--- src/rtl/display_scan_scheduler_pkg.sv ---
// Shared constants and types for the multiplexed 7-segment scan scheduler.
package display_scan_scheduler_pkg;

    localparam int unsigned NUM_DIGITS = 8;
    localparam int unsigned SUBSLOTS   = 8;
    localparam logic [7:0]  ANODE_OFF  = 8'hFF;

    typedef logic [2:0] digit_idx_t;

endpackage

--- src/rtl/display_scan_scheduler_if.sv ---
// Control inputs and display outputs of the scan scheduler.
interface display_scan_scheduler_if;
    import display_scan_scheduler_pkg::*;

    logic                  en;
    logic [NUM_DIGITS-1:0] digit_mask;
    logic [2:0]            brightness;
    logic [NUM_DIGITS-1:0] anode;
    digit_idx_t            S;
    logic                  frame_done;

    modport master (
        output en, digit_mask, brightness,
        input  anode, S, frame_done
    );

    modport slave (
        input  en, digit_mask, brightness,
        output anode, S, frame_done
    );

endinterface

--- src/rtl/display_scan_scheduler_refresh_tick_gen.sv ---
// Enable-gated prescaler emitting a one-cycle tick every TICK_DIV enabled clocks.
module refresh_tick_gen #(
    parameter int unsigned TICK_DIV = 12500
) (
    input  logic clk,
    input  logic reset,
    input  logic en_i,
    output logic tick_o
);

    localparam int unsigned CntW = $clog2(TICK_DIV);
    localparam logic [CntW-1:0] CntMax = CntW'(TICK_DIV - 1);

    logic [CntW-1:0] cnt_q;

    always_ff @(posedge clk) begin
        if (reset) begin
            cnt_q <= '0;
        end else if (en_i) begin
            cnt_q <= (cnt_q == CntMax) ? '0 : cnt_q + 1'b1;
        end
    end

    assign tick_o = en_i && (cnt_q == CntMax);

endmodule

--- src/rtl/display_scan_scheduler.sv ---
// Digit scan sequencer: skips masked-off digits, PWM-dims within each slot, flags frame wrap.
module display_scan_scheduler
    import display_scan_scheduler_pkg::*;
#(
    parameter int unsigned TICK_DIV = 12500
) (
    input  logic                     clk,
    input  logic                     reset,
    display_scan_scheduler_if.slave  dsif
);

    // First enabled digit after cur, wrapping round to cur itself last.
    function automatic digit_idx_t next_digit(digit_idx_t cur, logic [NUM_DIGITS-1:0] mask);
        digit_idx_t res;
        digit_idx_t cand;
        logic       found;
        res   = cur;
        found = 1'b0;
        for (int k = 1; k <= NUM_DIGITS; k++) begin
            cand = cur + digit_idx_t'(k);
            if (!found && mask[cand]) begin
                res   = cand;
                found = 1'b1;
            end
        end
        return res;
    endfunction

    logic                  tick;
    logic                  boundary;
    digit_idx_t            s_next;
    logic [NUM_DIGITS-1:0] anode_d;

    logic [2:0]            sub_q;
    digit_idx_t            s_q;
    logic [NUM_DIGITS-1:0] mask_q;
    logic [2:0]            bright_q;
    logic [NUM_DIGITS-1:0] anode_q;
    logic                  frame_done_q;

    refresh_tick_gen #(
        .TICK_DIV (TICK_DIV)
    ) u_tick_gen (
        .clk    (clk),
        .reset  (reset),
        .en_i   (dsif.en),
        .tick_o (tick)
    );

    always_comb begin
        boundary = tick && (sub_q == 3'd7);
        s_next   = next_digit(s_q, dsif.digit_mask);
        anode_d  = ANODE_OFF;
        if (dsif.en && mask_q[s_q] && (sub_q <= bright_q)) begin
            anode_d = ~(8'b1 << s_q);
        end
    end

    always_ff @(posedge clk) begin
        if (reset) begin
            sub_q        <= '0;
            s_q          <= '0;
            mask_q       <= '0;
            bright_q     <= '0;
            anode_q      <= ANODE_OFF;
            frame_done_q <= 1'b0;
        end else begin
            anode_q      <= anode_d;
            frame_done_q <= 1'b0;
            if (tick) begin
                sub_q <= sub_q + 3'd1;
            end
            if (boundary) begin
                mask_q       <= dsif.digit_mask;
                bright_q     <= dsif.brightness;
                s_q          <= s_next;
                // An empty mask holds S, so it must not count as a wrap.
                frame_done_q <= (dsif.digit_mask != '0) && (s_next <= s_q);
            end
        end
    end

    assign dsif.anode      = anode_q;
    assign dsif.S          = s_q;
    assign dsif.frame_done = frame_done_q;

endmodule

--- src/flat_wrapper.sv ---
// flat-port wrapper written by rule: the top's interface ports become plain ports
module display_scan_scheduler_flat import display_scan_scheduler_pkg::*;
#(
    parameter int unsigned TICK_DIV = 12500
)
  (clk, reset, dsif_en, dsif_digit_mask, dsif_brightness, dsif_anode, dsif_S, dsif_frame_done);
  display_scan_scheduler_if dsif_i ();
  input  logic clk;
  input  logic reset;
  input wire logic [$bits(dsif_i.en)-1:0] dsif_en;
  input wire logic [$bits(dsif_i.digit_mask)-1:0] dsif_digit_mask;
  input wire logic [$bits(dsif_i.brightness)-1:0] dsif_brightness;
  output wire logic [$bits(dsif_i.anode)-1:0] dsif_anode;
  output wire logic [$bits(dsif_i.S)-1:0] dsif_S;
  output wire logic [$bits(dsif_i.frame_done)-1:0] dsif_frame_done;
  assign dsif_i.en = dsif_en;
  assign dsif_i.digit_mask = dsif_digit_mask;
  assign dsif_i.brightness = dsif_brightness;
  assign dsif_anode = dsif_i.anode;
  assign dsif_S = dsif_i.S;
  assign dsif_frame_done = dsif_i.frame_done;
  display_scan_scheduler #(.TICK_DIV(TICK_DIV)) u_core (.clk(clk), .reset(reset), .dsif(dsif_i));
endmodule
--- config.mk ---
export PLATFORM = sky130hd
export DESIGN_NAME = display_scan_scheduler_flat
export DESIGN_NICKNAME = d
export VERILOG_FILES = /design/src/rtl/display_scan_scheduler_pkg.sv /design/src/rtl/display_scan_scheduler_if.sv /design/src/rtl/display_scan_scheduler_refresh_tick_gen.sv /design/src/rtl/display_scan_scheduler.sv /design/src/flat_wrapper.sv
export SDC_FILE = /design/constraint.sdc
export NUM_CORES = 1
export LEC_CHECK = 0
export ABC_CLOCK_PERIOD_IN_PS = 10480
export BUFFER_PORTS_ARGS = -buffer_cell sky130_fd_sc_hd__buf_2
export CORE_MARGIN = 2
export CORE_UTILIZATION = 64
export CTS_BUF_LIST = sky130_fd_sc_hd__clkbuf_16
export DETAILED_ROUTE_END_ITERATION = 8
export PLACE_DENSITY = 0.92
export SYNTH_ARGS = -nofsm -noshare
export SYNTH_HDL_FRONTEND = slang
export SYNTH_SLANG_ARGS = --single-unit
--- constraint.sdc ---
create_clock -name clk -period 10.48 [get_ports clk]
set_input_delay 0.524 -clock clk [delete_from_list [all_inputs] [get_ports clk]]
set_output_delay 0.524 -clock clk [all_outputs]
set_load 0.1 [all_outputs]
Yosys cells after proc, flatten, opt, wreduce, memory -nomap -nowiden:

Index checks and enable logic that the tools add are counted.

* register bits: 40

* shift operators: 1
* add/sub/neg operators: 9
* muxes and demuxes: 34
* bitwise gates (word level): 3
* $lt $le $gt $ge: 10
* reduce and logical (&&, ||, !) cells: 22
* eq/ne operators: 2

Operators by type and width (number)
* < comparator 3 x 4 -> 1 bit, second input constant: 8
* binary-select mux 1 bit (select 3 bit): 9
* 2-to-1 mux 3 bit: 8
* 2-to-1 mux 1 bit: 16
* adder 14 x 1 -> 14 bit, second input constant: 1
* equality test 14 bit, second input constant: 1
* 2-to-1 mux 14 bit: 1
* adder 3 bit, second input constant: 4
* logical AND 1 bit: 12
* NOT 8 bit: 1
* nonzero test 8 bit: 1
* left shift 1 x 3 -> 8 bit, first input constant: 1
* zero test 1 bit: 7
* adder 3 x 1 -> 3 bit, second input constant: 2
* adder 3 x 2 -> 3 bit, second input constant: 2
* <= comparator 3 bit: 2
* OR reduction 2 bit: 2
* equality test 3 bit, second input constant: 1
* NOT 1 bit: 2

Depth between registers and ports, before layout:

Gate-level depths: netlist of run 1.

* word-level depth: 27
* gate-level depth with buffers: 16

By module:

Synthesis of run 1 repeated with hierarchy kept, for this count alone.

* cells, all modules: 277
* area, all modules: 2623.8 um^2

By module, submodules not included
* display_scan_scheduler: sequential area each 520.5 um^2, instances 1, area each 1921.8 um^2, cells each 201
* refresh_tick_gen: sequential area each 280.3 um^2, instances 1, area each 701.9 um^2, cells each 76

Least setup slack after synthesis of run 1:

Ideal clock, no wire load.

* path type: register to register
* from: reg u_core.s_q[1] (netlist: u_core.dsif.S[1])
* to: reg u_core.frame_done_q (netlist: u_core.dsif.frame_done)
* slack: 5875 ps
* period minus slack after synthesis: 4605 ps
* library setup time: 115 ps
* stages on the path, launching flop included: 15
* required time: 10365 ps
* arrival: 4490 ps
* cell sequence: dfxtp_1 -> buf_2 -> inv_1 -> ha_1 -> mux4_1 -> mux2_4 -> nor4_4 -> nor3b_4 -> a32oi_1 -> o31ai_2 -> ha_1 -> a21o_1 -> a21oi_1 -> a31oi_1 -> a2111oi_0

* word-level cells in the longest chain between the ends: 27

Ends and longest elaborated chain
* start, declared: line display_scan_scheduler.sv:35 `digit_idx_t s_q;`
* start signal, assigned: line display_scan_scheduler.sv:76 `s_q <= s_next;`
* adder 3 x 1 -> 3 bit: line display_scan_scheduler.sv:20 `cand = cur + digit_idx_t'(k);`
* binary-select mux 1 bit (select 3 bit): line display_scan_scheduler.sv:21 `if (!found && mask[cand]) begin`
* 2-to-1 mux 1 bit (implied by the code): line display_scan_scheduler.sv:21
* 2-to-1 mux 1 bit: line display_scan_scheduler.sv:21
* zero test 1 bit: line display_scan_scheduler.sv:21
* logical AND 1 bit: line display_scan_scheduler.sv:21
* 2-to-1 mux 1 bit: line display_scan_scheduler.sv:21
* zero test 1 bit: line display_scan_scheduler.sv:21
* (+12 left out)
* logical AND 1 bit: line display_scan_scheduler.sv:21
* 2-to-1 mux 1 bit: line display_scan_scheduler.sv:21
* zero test 1 bit: line display_scan_scheduler.sv:21
* logical AND 1 bit: line display_scan_scheduler.sv:21
* 2-to-1 mux 3 bit *: line display_scan_scheduler.sv:21
* net u_core.s_next[1]: line display_scan_scheduler.sv:31 `digit_idx_t s_next;`
* <= comparator 3 bit *: line display_scan_scheduler.sv:78 `frame_done_q <= (dsif.digit_mask != '0) && (s_next <= s_q);`
* logical AND 1 bit *: line display_scan_scheduler.sv:78
* end signal, assigned: line display_scan_scheduler.sv:78
* end, declared: line display_scan_scheduler.sv:39 `logic frame_done_q;`

Mark *: on every way through the listed nets, which the timed path passes. The rest lies on a longest branch. The select of a mux whose other input is x is not followed.
A chain may end at the register's enable or synchronous reset.

Worst setup path in the final report of run 1:

* from: reg u_core.s_q[0] (netlist: u_core.dsif.S[0])
* to: reg u_core.frame_done_q (netlist: u_core.dsif.frame_done)

* word-level cells in the longest chain between the ends: 27

Ends and longest elaborated chain (line)
* adder 3 x 1 -> 3 bit: display_scan_scheduler.sv:20
* binary-select mux 1 bit (select 3 bit): display_scan_scheduler.sv:21
* 2-to-1 mux 1 bit (implied by the code): display_scan_scheduler.sv:21
* 2-to-1 mux 1 bit: display_scan_scheduler.sv:21
* zero test 1 bit: display_scan_scheduler.sv:21
* logical AND 1 bit: display_scan_scheduler.sv:21
* 2-to-1 mux 1 bit: display_scan_scheduler.sv:21
* zero test 1 bit: display_scan_scheduler.sv:21
* (+11 left out)
* zero test 1 bit: display_scan_scheduler.sv:21
* logical AND 1 bit: display_scan_scheduler.sv:21
* 2-to-1 mux 1 bit: display_scan_scheduler.sv:21
* zero test 1 bit: display_scan_scheduler.sv:21
* logical AND 1 bit: display_scan_scheduler.sv:21
* 2-to-1 mux 3 bit: display_scan_scheduler.sv:21
* <= comparator 3 bit *: display_scan_scheduler.sv:78
* logical AND 1 bit *: display_scan_scheduler.sv:78

Every way passes the cells marked *; elsewhere a longest branch is shown, timed or not. The select of a mux whose other input is x is not followed.

==> impl_metrics.yaml, run 1 <==
run_status:
  outcome: "completed"
setup_path:
  crit_chain: "inv_2 -> ha_1 -> mux4_1 -> mux2_4 -> nor4_4 -> nor3b_4 -> nor3_1 -> xnor2_1 -> ha_1 -> inv_1 -> a21o_1 -> a21oi_1 -> a31oi_1 -> a2111oi_0"
  worstSetupPathType: "flip-flop to flip-flop"
  path_max_fanout: 16
  critical_path.slowest_cell: "dfxtp_1"
  max_stage_delay_ns: 0.87
  cp-end-kind: "flip-flop"
  crit_top_cell: "ha_1"
  arrival_ns: 5.36
  required_ns: 10.59
  start_kind: "flip-flop"
route:
  ant_nets: 0
  viasPerCell: 6.43
  wire_per_inst_um: 17.6
  dr.pass1.iters: 5
  post-route-drc-count: 0
  drt_iter0_drc: 128
  vias: 2296
  drt-total-wl_um: 6270
sta:
  worstMarginPinSlew_ns: 0.845
  whs_ns: 0.455
  fin_crit_ns: 5.25
  slew_headroom_pct: 43.6
  setup_viol: 0
  hold_viol_final: 0
  fmax_mhz: 191
  timing.final.crit_share_pct: 50.1
  skew_ns: 0.00584
  report.final.slew_viol_count: 0
  final.setup.tns_ns: 0
  rsz0062_at_grt: "false"
cts:
  cts_buffers: 5
  clock-root-buffer: "clkbuf_16"
  insertion_delay_ns: 0.28
  cts_resized: 0
  cts_tree: "done"
  cts_buffer_depth: 2
  htreeDepth: 2
  cts.clk_slew.worst_paths_ns: 0.06
  cts_hold_buf: 0
  post_cts_buffers: 0
  cts.sinks: 40
pwr:
  p_leak_nw: 1.19
  ir_worst_vdd_mv: 0.127
  p_per_area_nw_per_um2: 121
floorplanning:
  die_height_um: 68.5
  die_area_um2: 4700
  ios: 26
  start_util_pct: 66.6
  die_w_um: 68.5
  fp.coreArea_um2: 4000
  row_count: 23
final_layout:
  design_area_um2: 2970
  drive_gt1_share_pct: 18.2
  fin_nets: 337
  diodes: 0
  final_cells: 357
  area_growth_pct: 11.5
  final_util_pct: 74.3
place:
  io_buffers: 25
  placedCellCount: 349
  dpl_cell_area_um2: 2800
  hpwlAfterDp_um: 4440
  gp_congestion: 0.921
synthesis:
  synth_nets: 314
  ys.flop_type: "dfxtp_1"
  yosys_warnings: 0
  netlist_instances: 283
  syn_avg_cell_area_um2: 9.42
  synth_cell_types: 47
  synth_edf_count: 0
  synthTopCellsByCount: "dfxtp_1, nor2_1, nand2_1"
  seq_area_frac_synth_pct: 30.0
  ys_ff_latch: 40
  async_reset_ff_share_pct: 0
  synth_top_cell_area_share_pct: 30.0
  synth_top_area_cell: "dfxtp_1"
  syn_area_um2: 2670
  yosys.cell_count.top_type: "dfxtp_1"
  netlist_top_cells_area: "dfxtp_1, mux4_2, ha_1"
global_routing:
  top_usage_layer: "met2"
  grt_pass1_vias: 2093
  grt_start_max_net_pins: 22
  antenna_found_initial: 0
  grt_use_met2_pct: 48.6
  grt_use_met1_pct: 38.2
  grt.total_usage_pct: 29.5
  grt.met3_usage_pct: 8.28
  grt_pass1_wl_um: 10100
  grt-ovfl-total: 0
hold_path:
  hold_class: "flip-flop to flip-flop"
job:
  cap_violations: 0
[where the power goes]
part / internal (mW) / leakage [nW] / switching [mW]
combinational: 0.0124 / 0.782 / 0.0174
clock: 0.113 / 0.0804 / 0.0626
sequential: 0.153 / 0.323 / 0.000959
total: 0.278 / 1.19 / 0.0809
[layout make-up]
cell class	count	area [µm²]
Fill cell	271	1030
Clock buffer	5	125
Inverter	15	56.3
Sequential cell	40	801
Timing Repair Buffer	25	125
Clock inverter	3	46.3
Tap cell	50	62.6
Multi-Input combinational cell	219	1760
[worst paths after layout]
| check | startpoint | to | slack (ns) | cells after the start |
|---|---|---|---|---|
| min | u_core.bright_q[2] | u_core.bright_q[2] | 0.46 | 2 |
| max | u_core.dsif.S[0] | u_core.dsif.frame_done | 5.23 | 14 |
| max reg2reg | u_core.dsif.S[0] | u_core.dsif.frame_done | 5.23 | 14 |
| min reg2reg | u_core.bright_q[2] | u_core.bright_q[2] | 0.46 | 2 |
[cell usage in the layout (no fill, tap or decap), types with 3 or more instances in the layout]
master,synthesis,layout
inv_1,14,14
o21ai_0,7,7
mux4_2,13,13
and2_1,5,5
dfxtp_1,40,40
a31oi_1,4,4
nand4_1,5,5
or3_1,3,3
nor2_1,38,38
xor2_1,8,8
a22o_1,3,3
ha_1,17,17
nor4_1,5,5
xnor2_1,7,7
buf_2,2,25
nand3_1,5,5
nand2b_1,4,4
a21o_1,4,4
nand2_1,25,25
mux4_1,3,3
clkbuf_16,0,5
a21oi_1,17,17
mux2i_1,18,18
[per-stage QoR]
step | worst slack, ns | power, mW
5_1_grt | 4.95 | 0.369
4_1_cts | 5.32 | 0.360
2_1_floorplan | 5.88 | 0.176
3_3_place_gp | 5.83 | 0.185
6_report | 5.23 | 0.359
3_5_place_dp | 5.50 | 0.186
[routing by layer]
layer	share of wire, %	vias up
met5	0	-
met3	7.8	16
met4	1.7	0
met1	42	1082
met2	49	115
li1	-	1083
[worst max-delay path: cells and delay by family, from the launching register on]
family                     cells  cell delay, ns
muxes                          2            1.02
AOI/OAI and AO/OA              4            0.96
adders and majority gates      2            0.94
DFF                            1            0.87
and+or+nand+nor                3            0.77
buffers and inverters          2            0.34
xor gates and xnor gates       1            0.17
[registers in the layout (all words and copies together) (netlist names)]
name and cells:
u_core.dsif.frame_done 1, u_core.dsif.S 3, u_core.mask_q 8, u_core.dsif.anode 8
u_core.u_tick_gen.cnt_q 14, u_core.sub_q 3, u_core.bright_q 3
[cell families after synthesis]
group / Yosys count / synth area share [%]
AOI/OAI and AO/OA: 50 / 12.3
xor gates and xnor gates: 15 / 4.93
adders and majority gates: 17 / 7.98
buffers and inverters: 24 / 4.04
DFF: 40 / 30.0
muxes: 37 / 22.1
and+or+nand+nor: 100 / 18.5
Note: power is estimated with default switching activity, not from simulation.
==> inputs of run 2 (changes only) <==
--- a/config.mk
+++ b/config.mk
@@ -5,13 +5,13 @@
 export SDC_FILE = /design/constraint.sdc
 export NUM_CORES = 1
 export LEC_CHECK = 0
-export ABC_CLOCK_PERIOD_IN_PS = 10480
+export ABC_CLOCK_PERIOD_IN_PS = 5000
 export BUFFER_PORTS_ARGS = -buffer_cell sky130_fd_sc_hd__buf_2
 export CORE_MARGIN = 2
-export CORE_UTILIZATION = 64
+export CORE_UTILIZATION = 59
 export CTS_BUF_LIST = sky130_fd_sc_hd__clkbuf_16
 export DETAILED_ROUTE_END_ITERATION = 8
-export PLACE_DENSITY = 0.92
+export PLACE_DENSITY = 0.87
 export SYNTH_ARGS = -nofsm -noshare
 export SYNTH_HDL_FRONTEND = slang
 export SYNTH_SLANG_ARGS = --single-unit
==> constraint.sdc (replaced) <==
create_clock -name clk -period 5 [get_ports clk]
set_input_delay 0.25 -clock clk [delete_from_list [all_inputs] [get_ports clk]]
set_output_delay 0.25 -clock clk [all_outputs]
set_load 0.1 [all_outputs]
==> run 2 against run 1 <==
Against the previous run: sequential cell count is the same; non-clock buffer count rose by 2; worst hold slack lost 0.25 ns; sequential power grew 110%; worst setup slack got worse by 4.4 ns; maximum frequency up 25%; global-route usage is 4.6 points lower; core utilization is 6.4 points lower.
==> impl_metrics.yaml, run 2 (synthesis results as in run 1) <==
route:
  post-route-drc-count: 0
  wire_per_inst_um: 17.1
  drt-total-wl_um: 6140
  drt_iter0_drc: 212
  dr.pass1.iters: 4
  ant_nets: 0
  vias: 2333
  viasPerCell: 6.48
setup_path:
  required_ns: 5.15
  cp-end-kind: "flip-flop"
  r2r_slack_ns: 0.80
  r2r_start: "u_core.dsif.S[1]"
  critical_path.slowest_cell: "ha_1"
  arrival_ns: 4.35
  path_max_fanout: 13
  worstSetupPathType: "flip-flop to flip-flop"
  start_kind: "flip-flop"
  crit_top_cell: "ha_1"
  max_stage_delay_ns: 0.70
  startpoint: "u_core.dsif.S[1]"
  crit_chain: "inv_1 -> ha_1 -> mux4_1 -> mux2_4 -> nor4_4 -> nor3b_4 -> a32oi_1 -> o31ai_2 -> ha_1 -> a21o_1 -> a21oi_1 -> a31oi_1 -> a2111oi_0"
cts:
  post_cts_buffers: 0
  cts_resized: 0
  cts_buffer_depth: 2
  insertion_delay_ns: 0.29
  cts_hold_buf: 0
  cts_buffers: 5
  cts_tree: "done"
  htreeDepth: 2
  cts.clk_slew.worst_paths_ns: 0.06
  clock-root-buffer: "clkbuf_16"
  cts.sinks: 40
floorplanning:
  die_area_um2: 5070
  die_w_um: 71.2
  row_count: 24
  ios: 26
  start_util_pct: 61.2
  fp.coreArea_um2: 4350
  die_height_um: 71.2
job:
  cap_violations: 0
final_layout:
  final_cells: 360
  fin_nets: 339
  final_cell_mix: "dfxtp_1, nor2_1, nand2_1, buf_2, mux2i_1"
  fillCellCount: 309
  final_common_cell: "dfxtp_1"
  area_growth_pct: 10.9
  largest-register: "u_core.u_tick_gen.cnt_q"
  largest_reg_flops: 14
  diodes: 0
  drive_gt1_share_pct: 18.5
global_routing:
  grt_pass1_vias: 2151
  grt-ovfl-total: 0
  grt.total_usage_pct: 24.9
  grt_start_max_net_pins: 22
  grt_pass1_wl_um: 9980
  antenna_found_initial: 0
sta:
  worstMarginPinSlew_ns: 0.862
  hold_viol_final: 0
  slew_headroom_pct: 42.4
  final.setup.tns_ns: 0
  fmax_mhz: 238
  fin_crit_ns: 4.20
  rsz0062_at_grt: "false"
  report.final.slew_viol_count: 0
  setup_viol: 0
  timing.final.crit_share_pct: 83.9
  skew_ns: 0.00597
hold_path:
  min_from: "dsif_brightness[0]"
  hold_class: "primary input to flip-flop"
place:
  hpwlAfterDp_um: 4250
  io_buffers: 25
  placedCellCount: 353
  gp_congestion: 0.904
pwr:
  p_leak_nw: 1.18
  finalPower_mw: 0.691
  ir_worst_vdd_mv: 0.226
  p_per_area_nw_per_um2: 234
run_status:
  outcome: "completed"
## run 2: changes by cell type in the layout (fill, tap and decap cells not counted), sizes merged
| cell | previous run | this run |
|---|---|---|
| buf | 25 | 27 |
| bufinv | 1 | 0 |
| clkinv | 0 | 1 |
| inv | 16 | 15 |
## run 2: report_power, final
part | switching (mW) | internal (mW) | leakage [nW]
logic | 0.0369 | 0.0262 | 0.793
clock network | 0.125 | 0.181 | 0.0657
registers | 0.00199 | 0.321 | 0.323
total | 0.163 | 0.528 | 1.18
## run 2: metal layers
| metal | share of wire (%) | vias to the layer above | GRT usage, % |
|---|---|---|---|
| met3 | 9.5 | 21 | 6.47 |
| met2 | 48 | 152 | 39.9 |
| met5 | 0 | - | 0 |
| met4 | 2.7 | 0 | 11.5 |
| met1 | 40 | 1081 | 31.7 |
| li1 | - | 1079 | - |
## run 2: final cells by class
type / instances / area [µm²] / area share (%)
tap: 52 / 65.1 / 2.20
clock buffer: 5 / 125 / 4.23
sequential: 40 / 801 / 27.1
clock inverter: 2 / 12.5 / 0.423
timing repair buffer: 27 / 140 / 4.74
inverter: 15 / 56.3 / 1.90
multi-input combinational: 219 / 1760 / 59.4
## run 2: per-stage QoR
step | hold slack (ns) | util, % | worst slack, ns | cell area (µm²)
3_3_place_gp | 0.444 | 64.7 | 1.10 | 2820
6_report | 0.202 | 67.9 | 0.805 | 2960
5_1_grt | 0.220 | 67.9 | 0.548 | 2960
3_5_place_dp | 0.456 | 64.7 | 0.937 | 2820
2_1_floorplan | 0.383 | - | 0.395 | 2670
4_1_cts | 0.197 | 67.9 | 0.868 | 2960
## run 2: path summary, 6_finish.rpt
path,to,cells after the start
setup / recovery,u_core.dsif.frame_done,13
hold / removal,u_core.bright_q[0],3
setup reg to reg,u_core.dsif.frame_done,13
hold reg to reg,u_core.bright_q[1],2
## run 2: worst max-delay path, delay by kind of cell, from the launching register on
kind	cells	cell delay, ns
AOI/OAI and AO/OA	6	0.92
DFF	1	0.32
muxes	2	1.02
adders and majority gates	2	1.00
buffers and inverters	1	0.14
and+or+nand+nor	2	0.65
==> inputs of run 3 (changes only) <==
--- a/config.mk
+++ b/config.mk
@@ -5,7 +5,7 @@
 export SDC_FILE = /design/constraint.sdc
 export NUM_CORES = 1
 export LEC_CHECK = 0
-export ABC_CLOCK_PERIOD_IN_PS = 5000
+export ABC_CLOCK_PERIOD_IN_PS = 4000
 export BUFFER_PORTS_ARGS = -buffer_cell sky130_fd_sc_hd__buf_2
 export CORE_MARGIN = 2
 export CORE_UTILIZATION = 59
==> constraint.sdc (replaced) <==
create_clock -name clk -period 4 [get_ports clk]
set_input_delay 0.2 -clock clk [delete_from_list [all_inputs] [get_ports clk]]
set_output_delay 0.2 -clock clk [all_outputs]
set_load 0.1 [all_outputs]
==> run 3 against run 2 <==
Against the previous run: count of clock-buffer cells in the layout did not move; clock skew fell by 0.0026 ns; routed wire length fell by 1.5%; critical path depth unchanged; clock power rose by 50%; maximum frequency increased by 9.7%; first-iteration DRC count down 43%; worst hold slack lost 0.053 ns; via count shrank 3.0%; power rose by 35%; critical path type unchanged; largest cell class unchanged.
==> impl_metrics.yaml, run 3 (synthesis results as in run 1) <==
sta:
  skew_ns: 0.00333
  worstMarginPinSlew_ns: 0.830
  setup_viol: 0
  hold_viol_final: 0
  slew_headroom_pct: 44.5
  whs_ns: 0.149
  rsz0062_at_grt: "false"
  setup_ws_ns: 0.176
  report.final.slew_viol_count: 0
  fmax_mhz: 261
  final.setup.tns_ns: 0
  timing.final.crit_share_pct: 95.6
  fin_crit_ns: 3.82
cts:
  insertion_delay_ns: 0.28
  cts_buffers: 5
  cts_tree: "done"
  cts_buffer_depth: 2
  post_cts_buffers: 0
  htreeDepth: 2
  clock-root-buffer: "clkbuf_16"
  cts.clk_slew.worst_paths_ns: 0.06
  cts.sinks: 40
final_layout:
  final_util_pct: 69.5
  final_cells: 365
  largest_reg_flops: 14
  final_cell_mix: "nor2_1, dfxtp_1, nand2_1, buf_2, mux2i_1"
  area_growth_pct: 13.6
  design_area_um2: 3030
  drive_gt1_share_pct: 20.8
  fin_nets: 343
  diodes: 0
  largest-register: "u_core.u_tick_gen.cnt_q"
  final_common_cell: "nor2_1"
  fillCellCount: 327
floorplanning:
  die_w_um: 71.2
  fp.coreArea_um2: 4350
  ios: 26
  row_count: 24
  die_height_um: 71.2
  start_util_pct: 61.2
  die_area_um2: 5070
hold_path:
  hold_class: "primary input to flip-flop"
  whs_path_depth: 3
route:
  viasPerCell: 6.20
  drt-total-wl_um: 6050
  wire_per_inst_um: 16.6
  ant_nets: 0
  drt_iter0_drc: 120
  vias: 2263
  dr.pass1.iters: 4
  post-route-drc-count: 0
global_routing:
  grt_pass1_vias: 2178
  grt_pass1_wl_um: 10300
  grt-ovfl-total: 0
  antenna_found_initial: 0
  grt_start_max_net_pins: 22
  grt.total_usage_pct: 25.7
setup_path:
  worstSetupPathType: "flip-flop to flip-flop"
  path_max_fanout: 8
  r2r_cells: 13
  arrival_ns: 3.98
  cp-end-kind: "flip-flop"
  required_ns: 4.15
  start_kind: "flip-flop"
pwr:
  p_per_area_nw_per_um2: 309
  finalPower_mw: 0.936
  p_leak_nw: 1.22
  ir_worst_vdd_mv: 0.255
place:
  placedCellCount: 357
  gp_congestion: 0.971
  hpwlAfterDp_um: 4290
  dpl_cell_area_um2: 2860
  post-place-ws_ns: 0.250
  io_buffers: 25
run_status:
  outcome: "completed"
job:
  cap_violations: 0
[run 3: changes by cell type in the layout (fill, tap and decap cells not counted)]
cell / change
dfxtp_2: +1
dfxtp_4: +2
buf_4: +4
bufinv_16: +1
ha_1: -1
clkinv_4: +1
clkinv_1: +1
clkinv_2: -1
clkinvlp_4: -1
ha_2: +1
dfxtp_1: -3
[run 3: report_power, final]
| group | switching (mW) | total (mW) | internal (mW) |
|---|---|---|---|
| Sequential | 0.00245 | 0.402 | 0.399 |
| Clock | 0.164 | 0.457 | 0.293 |
| Combinational | 0.0444 | 0.0769 | 0.0324 |
[run 3: what timing repair did]
item,in CTS,in global routing
hold buffers,0,0
setup endpoints to repair,0,1
gates resized for setup,0,1
[run 3: cell type report]
type                       count  area [µm²]  area share, %
tap                           52        65.1           2.15
clock buffer                   5         125           4.13
timing repair buffer          31         170           5.62
multi-input combinational    219        1760           58.1
clock inverter                 3        42.5           1.40
sequential                    40         810           26.7
inverter                      15        56.3           1.86
[run 3: critical path, stage by stage, from the launching register on]
cell       delay [ns]
dfxtp_4          0.34
inv_1            0.05
ha_2             0.44
mux4_1           0.65
mux2_4           0.35
nor4_4           0.31
nor3b_4          0.33
a32oi_1          0.11
o31ai_2          0.10
ha_1             0.30
a21o_1           0.16
a21oi_1          0.14
a31oi_1          0.06
a2111oi_0        0.35
[run 3: path summary, 6_finish.rpt]
check	from	to	slack (ns)
hold / removal	dsif_brightness[2]	u_core.bright_q[2]	0.15
setup reg to reg	u_core.dsif.S[1]	u_core.dsif.frame_done	0.18
hold reg to reg	u_core.bright_q[2]	u_core.bright_q[2]	0.46
setup / recovery	u_core.dsif.S[1]	u_core.dsif.frame_done	0.18
[run 3: layer usage]
layer,GRT usage (%),up-vias,share of wire (%)
li1,-,1094,-
met1,33.1,1081,43
met2,43.0,74,50
met3,5.06,14,4.9
met4,9.22,0,2.2
met5,0,-,0
